**config.mk**
```make
export PLATFORM = sky130hd
export DESIGN_NAME = yd_dbus_uart
export DESIGN_NICKNAME = d
export VERILOG_FILES = /design/src/rtl/yd_pkg.sv /design/src/rtl/yd_fifo.sv /design/src/rtl/yd_dbus_uart.sv
export SDC_FILE = /design/constraint.sdc
export NUM_CORES = 1
export LEC_CHECK = 0
export ABC_AREA = 0
export CAP_MARGIN = 20
export CORE_MARGIN = 3
export CORE_UTILIZATION = 35
export DETAILED_ROUTE_END_ITERATION = 16
export GPL_TIMING_DRIVEN = 1
export PLACE_DENSITY = 0.52
export REMOVE_ABC_BUFFERS = 1
export SKIP_CTS_REPAIR_TIMING = 1
export SYNTH_ARGS = -nofsm -noshare
export SYNTH_HDL_FRONTEND = slang
export SYNTH_HIERARCHICAL = 1
export SYNTH_SLANG_ARGS = --single-unit
export TNS_END_PERCENT = 30
```
**constraint.sdc**
```tcl
create_clock -name clk -period 3.65 [get_ports clk]
set_input_delay 0.73 -clock clk [delete_from_list [all_inputs] [get_ports clk]]
set_output_delay 0.73 -clock clk [all_outputs]
set_load 0.005 [all_outputs]
```
**src/rtl/yd_pkg.sv**
```systemverilog
// Shared definitions for the data-bus UART: register offsets, TX state
// encoding and STATUS bit positions.
package yd_pkg;

  // Register offsets inside the four-word window
  localparam logic [1:0] UART_TXDATA = 2'd0;
  localparam logic [1:0] UART_STATUS = 2'd1;
  localparam logic [1:0] UART_DIV    = 2'd2;

  // Transmitter state encoding
  typedef enum logic [1:0] {
    IDLE  = 2'd0,
    START = 2'd1,
    DATA  = 2'd2,
    STOP  = 2'd3
  } tx_state_t;

  // STATUS register bit positions
  localparam int STAT_EMPTY = 0;
  localparam int STAT_FULL  = 1;
  localparam int STAT_BUSY  = 2;
  localparam int STAT_OVF   = 3;

endpackage

```
**src/rtl/yd_fifo.sv**
```systemverilog
// Synchronous first-word-fall-through FIFO. A push while full is accepted
// only when a pop happens in the same cycle. DEPTH must be a power of two.
module yd_fifo #(
  parameter int WIDTH = 8,
  parameter int DEPTH = 4
) (
  input  logic                     clk,
  input  logic                     rst,
  input  logic                     push,
  input  logic                     pop,
  input  logic [WIDTH-1:0]         din,
  output logic [WIDTH-1:0]         dout,
  output logic                     full,
  output logic                     empty,
  output logic [$clog2(DEPTH):0]   count
);
  localparam int AW = $clog2(DEPTH);
  localparam logic [AW:0] FULL_CNT = DEPTH[AW:0];

  logic [WIDTH-1:0] mem [DEPTH];
  logic [AW-1:0]    wptr;
  logic [AW-1:0]    rptr;
  logic             do_push;
  logic             do_pop;

  assign full    = (count == FULL_CNT);
  assign empty   = (count == '0);
  assign do_pop  = pop && !empty;
  assign do_push = push && (!full || do_pop);
  assign dout    = mem[rptr];

  // Pointer and occupancy bookkeeping; pointers wrap naturally at DEPTH
  always_ff @(posedge clk or posedge rst) begin
    if (rst) begin
      wptr  <= '0;
      rptr  <= '0;
      count <= '0;
    end else begin
      if (do_push) wptr <= wptr + 1'b1;
      if (do_pop)  rptr <= rptr + 1'b1;
      case ({do_push, do_pop})
        2'b10:   count <= count + 1'b1;
        2'b01:   count <= count - 1'b1;
        default: count <= count;
      endcase
    end
  end

  // Storage array, not reset: contents are only meaningful behind count
  always_ff @(posedge clk) begin
    if (do_push) mem[wptr] <= din;
  end

endmodule

```
**src/rtl/yd_dbus_uart.sv**
```systemverilog
// Memory-mapped 8N1 UART transmitter on the core data bus: register decode,
// STATUS/DIV registers, TX FIFO, baud counter and the serialising FSM.
module yd_dbus_uart
  import yd_pkg::*;
#(
  parameter logic [15:0] BASE_ADDR  = 16'hFF00,
  parameter logic [15:0] CLK_DIV    = 16'd434,
  parameter int          FIFO_DEPTH = 4
) (
  input  logic        clk,
  input  logic        rst,
  input  logic [15:0] d_addr,
  input  logic [15:0] d_din,
  input  logic        d_we,
  output logic [15:0] d_dout,
  output logic        sel,
  output logic        tx,
  output logic        irq
);
  localparam int CW = $clog2(FIFO_DEPTH) + 1;

  logic [15:0]   offset;
  logic [1:0]    reg_sel;
  logic          wr_txdata;
  logic          wr_status;
  logic          wr_div;

  logic [7:0]    fifo_dout;
  logic          fifo_full;
  logic          fifo_empty;
  logic [CW-1:0] fifo_cnt;
  logic          pop;

  logic          ovf;
  logic [15:0]   div_reg;
  logic [15:0]   div_eff;

  tx_state_t     state;
  tx_state_t     state_n;
  logic [15:0]   bit_cnt;
  logic [15:0]   cnt_n;
  logic [2:0]    bit_idx;
  logic [2:0]    idx_n;
  logic [7:0]    shifter;
  logic [7:0]    shift_n;
  logic          tx_n;
  logic          boundary;

  assign offset    = d_addr - BASE_ADDR;
  assign sel       = (offset[15:2] == 14'd0);
  assign reg_sel   = offset[1:0];
  assign wr_txdata = sel && d_we && (reg_sel == UART_TXDATA);
  assign wr_status = sel && d_we && (reg_sel == UART_STATUS);
  assign wr_div    = sel && d_we && (reg_sel == UART_DIV);

  // A programmed divisor of zero runs at one cycle per bit
  assign div_eff  = (div_reg == 16'd0) ? 16'd1 : div_reg;
  assign boundary = (bit_cnt == 16'd1);
  assign pop      = (state == IDLE) && !fifo_empty;

  yd_fifo #(
    .WIDTH (8),
    .DEPTH (FIFO_DEPTH)
  ) u_fifo (
    .clk   (clk),
    .rst   (rst),
    .push  (wr_txdata),
    .pop   (pop),
    .din   (d_din[7:0]),
    .dout  (fifo_dout),
    .full  (fifo_full),
    .empty (fifo_empty),
    .count (fifo_cnt)
  );

  // Combinational read mux; deselected or reserved addresses read zero
  always_comb begin
    d_dout = 16'h0000;
    if (sel) begin
      case (reg_sel)
        UART_STATUS: begin
          d_dout[STAT_EMPTY] = fifo_empty;
          d_dout[STAT_FULL]  = fifo_full;
          d_dout[STAT_BUSY]  = (state != IDLE);
          d_dout[STAT_OVF]   = ovf;
        end
        UART_DIV: d_dout = div_reg;
        default:  d_dout = 16'h0000;
      endcase
    end
  end

  // Sticky overflow (dropped push) and the divisor register
  always_ff @(posedge clk or posedge rst) begin
    if (rst) begin
      ovf     <= 1'b0;
      div_reg <= CLK_DIV;
    end else begin
      if (wr_txdata && fifo_full && !pop) ovf <= 1'b1;
      else if (wr_status)                 ovf <= 1'b0;
      if (wr_div) div_reg <= d_din;
    end
  end

  // Next-state logic: the bit counter reloads from DIV at every boundary
  always_comb begin
    state_n = state;
    cnt_n   = bit_cnt;
    idx_n   = bit_idx;
    shift_n = shifter;
    case (state)
      IDLE: begin
        if (!fifo_empty) begin
          state_n = START;
          cnt_n   = div_eff;
          idx_n   = 3'd0;
          shift_n = fifo_dout;
        end
      end
      START: begin
        if (boundary) begin
          state_n = DATA;
          cnt_n   = div_eff;
        end else begin
          cnt_n = bit_cnt - 16'd1;
        end
      end
      DATA: begin
        if (boundary) begin
          cnt_n   = div_eff;
          shift_n = {1'b0, shifter[7:1]};
          if (bit_idx == 3'd7) state_n = STOP;
          else                 idx_n   = bit_idx + 3'd1;
        end else begin
          cnt_n = bit_cnt - 16'd1;
        end
      end
      STOP: begin
        if (boundary) state_n = IDLE;
        else          cnt_n   = bit_cnt - 16'd1;
      end
      default: state_n = IDLE;
    endcase
    case (state_n)
      START:   tx_n = 1'b0;
      DATA:    tx_n = shift_n[0];
      default: tx_n = 1'b1;
    endcase
  end

  // FSM control registers; reset drives the line idle-high immediately
  always_ff @(posedge clk or posedge rst) begin
    if (rst) begin
      state   <= IDLE;
      bit_cnt <= 16'd0;
      bit_idx <= 3'd0;
      tx      <= 1'b1;
      irq     <= 1'b1;
    end else begin
      state   <= state_n;
      bit_cnt <= cnt_n;
      bit_idx <= idx_n;
      tx      <= tx_n;
      irq     <= (fifo_cnt == '0) && (state == IDLE);
    end
  end

  // Shift register holds frame data only, so it carries no reset
  always_ff @(posedge clk) begin
    shifter <= shift_n;
  end

endmodule

```
Yosys cells after proc, flatten, opt, wreduce, memory -nomap -nowiden
Memories as Yosys holds them, arrays and structs flattened.
Index checks and enable logic that the tools add are counted.
{ "classes": {"add_sub_neg": 7, "n_eq_ne": 16, "mux": 27, "n_reduce_logical": 27} }
{ "op_table": {"columns": ["cell", "n"], "rows": [
  ["16-bit 2-to-1 mux", 5],
  ["16-bit case mux with 3 select lines", 1],
  ["16-bit by 1-bit equality test with 1-bit output, second input constant", 1],
  ["16-bit logical NOT", 1],
  ["8-bit 2-to-1 mux", 2],
  ["8-bit case mux with 2 select lines", 1],
  ["16-bit by 1-bit subtractor with 16-bit output, second input constant", 1],
  ["16-bit subtractor, second input constant", 1],
  ["14-bit logical NOT", 1],
  ["12-bit 2-to-1 mux", 1],
  ["3-bit case mux with 2 select lines", 2],
  ["2-bit equality test, second input constant", 5],
  ["1-bit logical AND", 10],
  ["2-bit 2-to-1 mux", 5],
  ["3-bit 2-to-1 mux", 3],
  ["2-bit by 1-bit equality test with 1-bit output, second input constant", 4],
  ["2-bit != test, second input constant", 4],
  ["2-bit case mux with 4 select lines", 1],
  ["4-bit case mux with 2 select lines", 1],
  ["2-bit nonzero test", 4],
  ["3-bit by 1-bit adder with 3-bit output, second input constant", 2],
  ["3-bit equality test, second input constant", 2],
  ["2-bit by 1-bit adder with 2-bit output, second input constant", 2],
  ["2-bit logical NOT", 2],
  ["other kinds (10)", 15]
]} }
{ "totals": {"ff_bits": 55, "ram_bits": 32, "inputBits": 35, "output_inout_bits": 19, "elab_cells": 90, "n_memories": 1} }
{ "mem_list": {"columns": ["memory", "depth", "word_bits", "read_ports", "rd_ports_with_merged_regs", "write_ports", "line_no", "rtl"], "rows": [
  ["u_fifo.mem", 4, 8, 1, 0, 1, "yd_fifo.sv:20", "logic [WIDTH-1:0] mem [DEPTH];"]
]} }

Longest topological paths before layout
{ "depth": {"word_depth": 8, "mapped_depth": 14, "ltp_nobuf": 12} }

Cells and area by module
Netlist, hierarchy kept.
{ "modules_own_cells": {"columns": ["mod", "instances", "cells_per_inst", "area_per_inst_um2", "seq_area_each_um2"], "rows": [
  ["yd_dbus_uart", 1, 274, 2900.3, 1239.9],
  ["yd_fifo", 1, 81, 1591.5, 1136.1]
]} }

Worst setup path before layout
No wires, ideal clock.
{ "synth_timing": {"path_type": "input to register", "start": "in d_addr[3]", "end": "reg u_fifo.count[2]", "setup_ns": 0.125, "t_arrival_ns": 2.615, "required_ns": 3.525, "slack_ns": 0.910, "stages": 12, "path_cell_list": "nor4_1 -> nand3b_1 -> nor3_4 -> and3_1 -> o21a_4 -> inv_1 -> ha_1 -> inv_1 -> fa_1 -> xor2_1 -> nor2_1 -> xor2_1"} }
{ "synth_via": {"elab_chain_cells": 7, "word_cells_on_any_way": 9, "classes_between": "1 x add/sub; 2 x eq/ne; 1 x mux; 5 x reduce/logical"} }
{ "synth_rtl": {"columns": ["item", "line_no", "rtl"], "rows": [
  ["start, declared", "yd_dbus_uart.sv:12", "input logic [15:0] d_addr,"],
  ["16-bit subtractor *", "yd_dbus_uart.sv:49", "assign offset = d_addr - BASE_ADDR;"],
  ["14-bit logical NOT *", "yd_dbus_uart.sv:50", "assign sel = (offset[15:2] == 14'd0);"],
  ["1-bit logical AND * (2 in a row)", "yd_dbus_uart.sv:52", "assign wr_txdata = sel && d_we && (reg_sel == UART_TXDATA);"],
  ["named net wr_txdata", "yd_dbus_uart.sv:24", "logic wr_txdata;"],
  ["1-bit logical AND *", "yd_fifo.sv:29", "assign do_push = push && (!full || do_pop);"],
  ["2-bit by 1-bit equality test with 1-bit output / 2-bit equality test (equally long branches)", "yd_fifo.sv:41", "case ({do_push, do_pop})"],
  ["3-bit case mux with 2 select lines / 2-bit nonzero test (equally long branches)", null, null],
  ["end signal, assigned", "yd_fifo.sv:42", "2'b10: count <= count + 1'b1;"],
  ["end signal, assigned", "yd_fifo.sv:43", "2'b01: count <= count - 1'b1;"],
  ["end signal, assigned", "yd_fifo.sv:44", "default: count <= count;"],
  ["end, declared", "yd_fifo.sv:15", "output logic [$clog2(DEPTH):0] count"]
]} }
Mark *: on every way through the listed nets, which the timed path passes. The rest lies on a longest branch.
A chain may end at the register's enable or synchronous reset.

Worst setup path after layout
{ "layout_timing": {"start": "in d_addr[3]", "end": "out d_dout[9]"} }
{ "layout_via": {"elab_chain_cells": 3} }
{ "layout_rtl": {"columns": ["item", "line_no", "rtl"], "rows": [
  ["16-bit subtractor", "yd_dbus_uart.sv:49", null],
  ["14-bit logical NOT", "yd_dbus_uart.sv:50", null],
  ["16-bit 2-to-1 mux", "yd_dbus_uart.sv:79", "if (sel) begin"],
  ["end, declared", "yd_dbus_uart.sv:15", "output logic [15:0] d_dout,"]
]} }
No other way between the ends.

==> results.yml <==
run_status:
  outcome: "complete, no violations"
sta:
  fin_ws_ns: 0.304
  min_period_ns: 3.35
  final-setup-viol-count: 0
  max-slew-margin-rel_pct: 33.1
  tightest_slew_ns: 0.997
  rsz0062_at_grt: "no"
  timing.setup.tns_ns: 0
  max_freq_mhz: 299
  fin_crit_sh_pct: 91.7
  finClkSkew_ns: 0.0103
  maxSlewViolCount: 0
  hold_viol: 0
cells_and_area:
  finalNonFillerCells: 585
  fillers: 1142
  layout.nets: 464
  syn_to_final_growth_pct: 22.2
  drive_gt1_share_pct: 17.0
  postLayoutCellArea_um2: 5490
  diodes: 0
  largest_register_ffs: 32
placement:
  post-dp-hpwl_um: 7800
  port_buffers: 53
  placed_area_um2: 5210
  placed_cells: 569
  routabilityCongestion: 0.830
  pre_cts_ws_ns: 0.267
pwr:
  p_per_area_nw_per_um2: 742
  power.leakage_nw: 2.23
  total_power_w: 0.00407
  ir_drop_v: 0.000316
cts:
  clkTransAtPathRegs_ns: 0.07
  clk_latency_ns: 0.35
  ctsHtreeMaxLevel: 3
  cts-root-buf: "clkbuf_16"
  cts_tree: "done"
  cts.path.max_buffers: 2
  cts_sinks: 87
  numCtsBuffers: 9
grt:
  grtUsageTotal_pct: 15.7
  grt_first_pass_wirelength_um: 17300
  grt-ovfl-total: 0
  grt_max_degree: 41
  grt_pass1_vias: 3171
  antenna_found_initial: 0
yosys:
  ys.warnings.count: 6
  netlist_instances: 355
  synthArstFlopShare_pct: 54.0
  yosysTopAreaCell: "edfxtp_1"
  synth_ff_type: "dfrtp_1"
  ys_ff_latch: 87
  netlist_area_um2: 4490
  yosys-top-cells-area: "edfxtp_1 26%, dfrtp_1 22%, ha_1 4.5%"
  yosysTopAreaCellShare_pct: 26.1
  synth_commonest_cells: "40 x dfrtp_1, 39 x edfxtp_1, 21 x nor2_1, 19 x inv_1, 18 x nand2_1"
  synth_most_common_cell: "dfrtp_1"
  synth.avg_cell_area_um2: 12.7
  synth_edf_count: 39
  synth_cell_type_count: 69
  seq_area_frac_synth_pct: 52.9
critical_path:
  required_ns: 2.92
  worst_ep_arrival_time_ns: 2.62
  cp_slowest_cell: "clkdlybuf4s50_1"
  cp_max_fo: 11
  slowest_delay_ns: 0.49
  cp_num_buf_inv: 3
  path_delay_family: "buffers and inverters"
  cp_cell_sequence: "clkdlybuf4s50_1, nor4_1, nand3b_1, nor3_4, buf_4, and3_1, clkdlybuf4s50_1"
  crit_path_start_kind: "input port"
  crit_top_cell: "clkdlybuf4s50_1"
  critPathKind: "in2out"
  cp-end-kind: "primary output"
routing:
  finalWirelength_um: 10700
  ant_nets: 0
  drt-initial-drc-count: 170
  routedWlPerCell_um: 18.3
  firstDrtPassIters: 4
  via_per_inst: 5.30
  route.detailed.drc: 0
  num_vias: 3100
floorplan:
  core_um2: 12300
  die_w_um: 119
  pin_count: 54
  fp.dieArea_um2: 14200
  rows: 40
  die_h_um: 119
  initial_utilization_pct: 36.6
min_path:
  min_path_type: "reg2reg"
run:
  cap_violations: 0
==> worst register-to-register path: stages (launching register included) <==
cell and delay (ns):
dfrtp_1 0.41, inv_1 0.10, ha_1 0.32, nand2b_1 0.22
inv_1 0.12, o21a_4 0.26, inv_1 0.06, ha_1 0.18
inv_1 0.06, fa_1 0.37, xor2_1 0.15, nor2_1 0.11
xor2_1 0.15
==> cell usage in the layout (no fill, tap or decap), types with 3 or more instances in the layout <==
cell             synthesis  layout
mux2_2                  13      13
nand4_1                  3       3
a221o_1                  8       8
nor2_1                  21      21
and2_2                   4       4
and3_1                  17      17
nor3_1                   7       7
a22oi_1                  5       5
dfrtp_1                 40      40
edfxtp_1                39      39
mux2_1                   3       3
xnor2_1                  3       3
a22o_1                   6       6
and2_1                   3       3
clkdlybuf4s50_1          0      53
ha_1                    16      16
o31ai_1                  3       3
nand2_1                 18      18
mux4_2                   8       8
clkbuf_16                0       9
o21ai_1                  8       8
dfstp_2                  7       7
or3_1                    3       3
nor3b_1                  3       3
nor3_4                   4       4
o211ai_1                 5       5
nand3_1                  9       9
nor4_1                  11      11
buf_4                    0       6
inv_1                   19      19
xor2_1                   3       3
a211o_1                  3       3
nand3b_1                 3       3
o21ai_0                  5       5
a31oi_1                  3       3
==> path summary, 6_finish.rpt <==
path / from / to / slack (ns) / cells past startpoint
max in group asynchronous: rst / div_reg[8] / 2.43 / 3
worst max-delay path: d_addr[3] / d_dout[9] / 0.30 / 7
worst min register to register: u_fifo/count[1] / irq / 0.49 / 1
worst max register to register: state[0] / u_fifo/count[2] / 1.07 / 12
worst min-delay path: u_fifo/count[1] / irq / 0.49 / 1
min in group asynchronous: rst / u_fifo/count[2] / 0.64 / 2
==> report_power, final <==
| part | switching, W | leakage (nW) | total, W | internal [W] |
|---|---|---|---|---|
| Clock | 0.000407 | 0.131 | 0.000878 | 0.000471 |
| Combinational | 0.00104 | 1.13 | 0.00175 | 0.000708 |
| Sequential | 0.000215 | 0.969 | 0.00144 | 0.00123 |
==> routing by layer <==
| layer | global-route usage (%) | up-vias | wire [µm] |
|---|---|---|---|
| met5 | 0 | - | 0 |
| met4 | 5.00 | 0 | 114 |
| met3 | 3.51 | 8 | 444 |
| met2 | 23.9 | 72 | 4940 |
| met1 | 22.3 | 1535 | 5200 |
| li1 | - | 1485 | - |
==> area by class of cell <==
| cell class | count | area [µm²] | share of cell area [%] |
|---|---|---|---|
| Tap cell | 168 | 210 | 3.83 |
| Multi-Input combinational cell | 236 | 1970 | 36.0 |
| Inverter | 19 | 71.3 | 1.30 |
| Timing Repair Buffer | 59 | 576 | 10.5 |
| Clock inverter | 6 | 52.6 | 0.958 |
| Clock buffer | 10 | 229 | 4.17 |
| Sequential cell | 87 | 2380 | 43.3 |
==> per-stage QoR <==
step / hold slack, ns / utilization (%)
5_1_grt: 0.535 / 44.8
6_report: 0.494 / 44.8
3_5_place_dp: 0.490 / 42.5
2_1_floorplan: 0.440 / -
3_3_place_gp: 0.478 / 42.5
4_1_cts: 0.501 / 44.8
==> kinds of logic after synthesis <==
| group | synth area share, % |
|---|---|
| AOI/OAI and AO/OA | 12.4 |
| xor gates and xnor gates | 1.17 |
| DFF | 52.9 |
| adders and majority gates | 4.90 |
| and+or+nand+nor | 16.7 |
| muxes | 8.80 |
| buffers and inverters | 3.18 |
(Power assumes the default switching activity.)
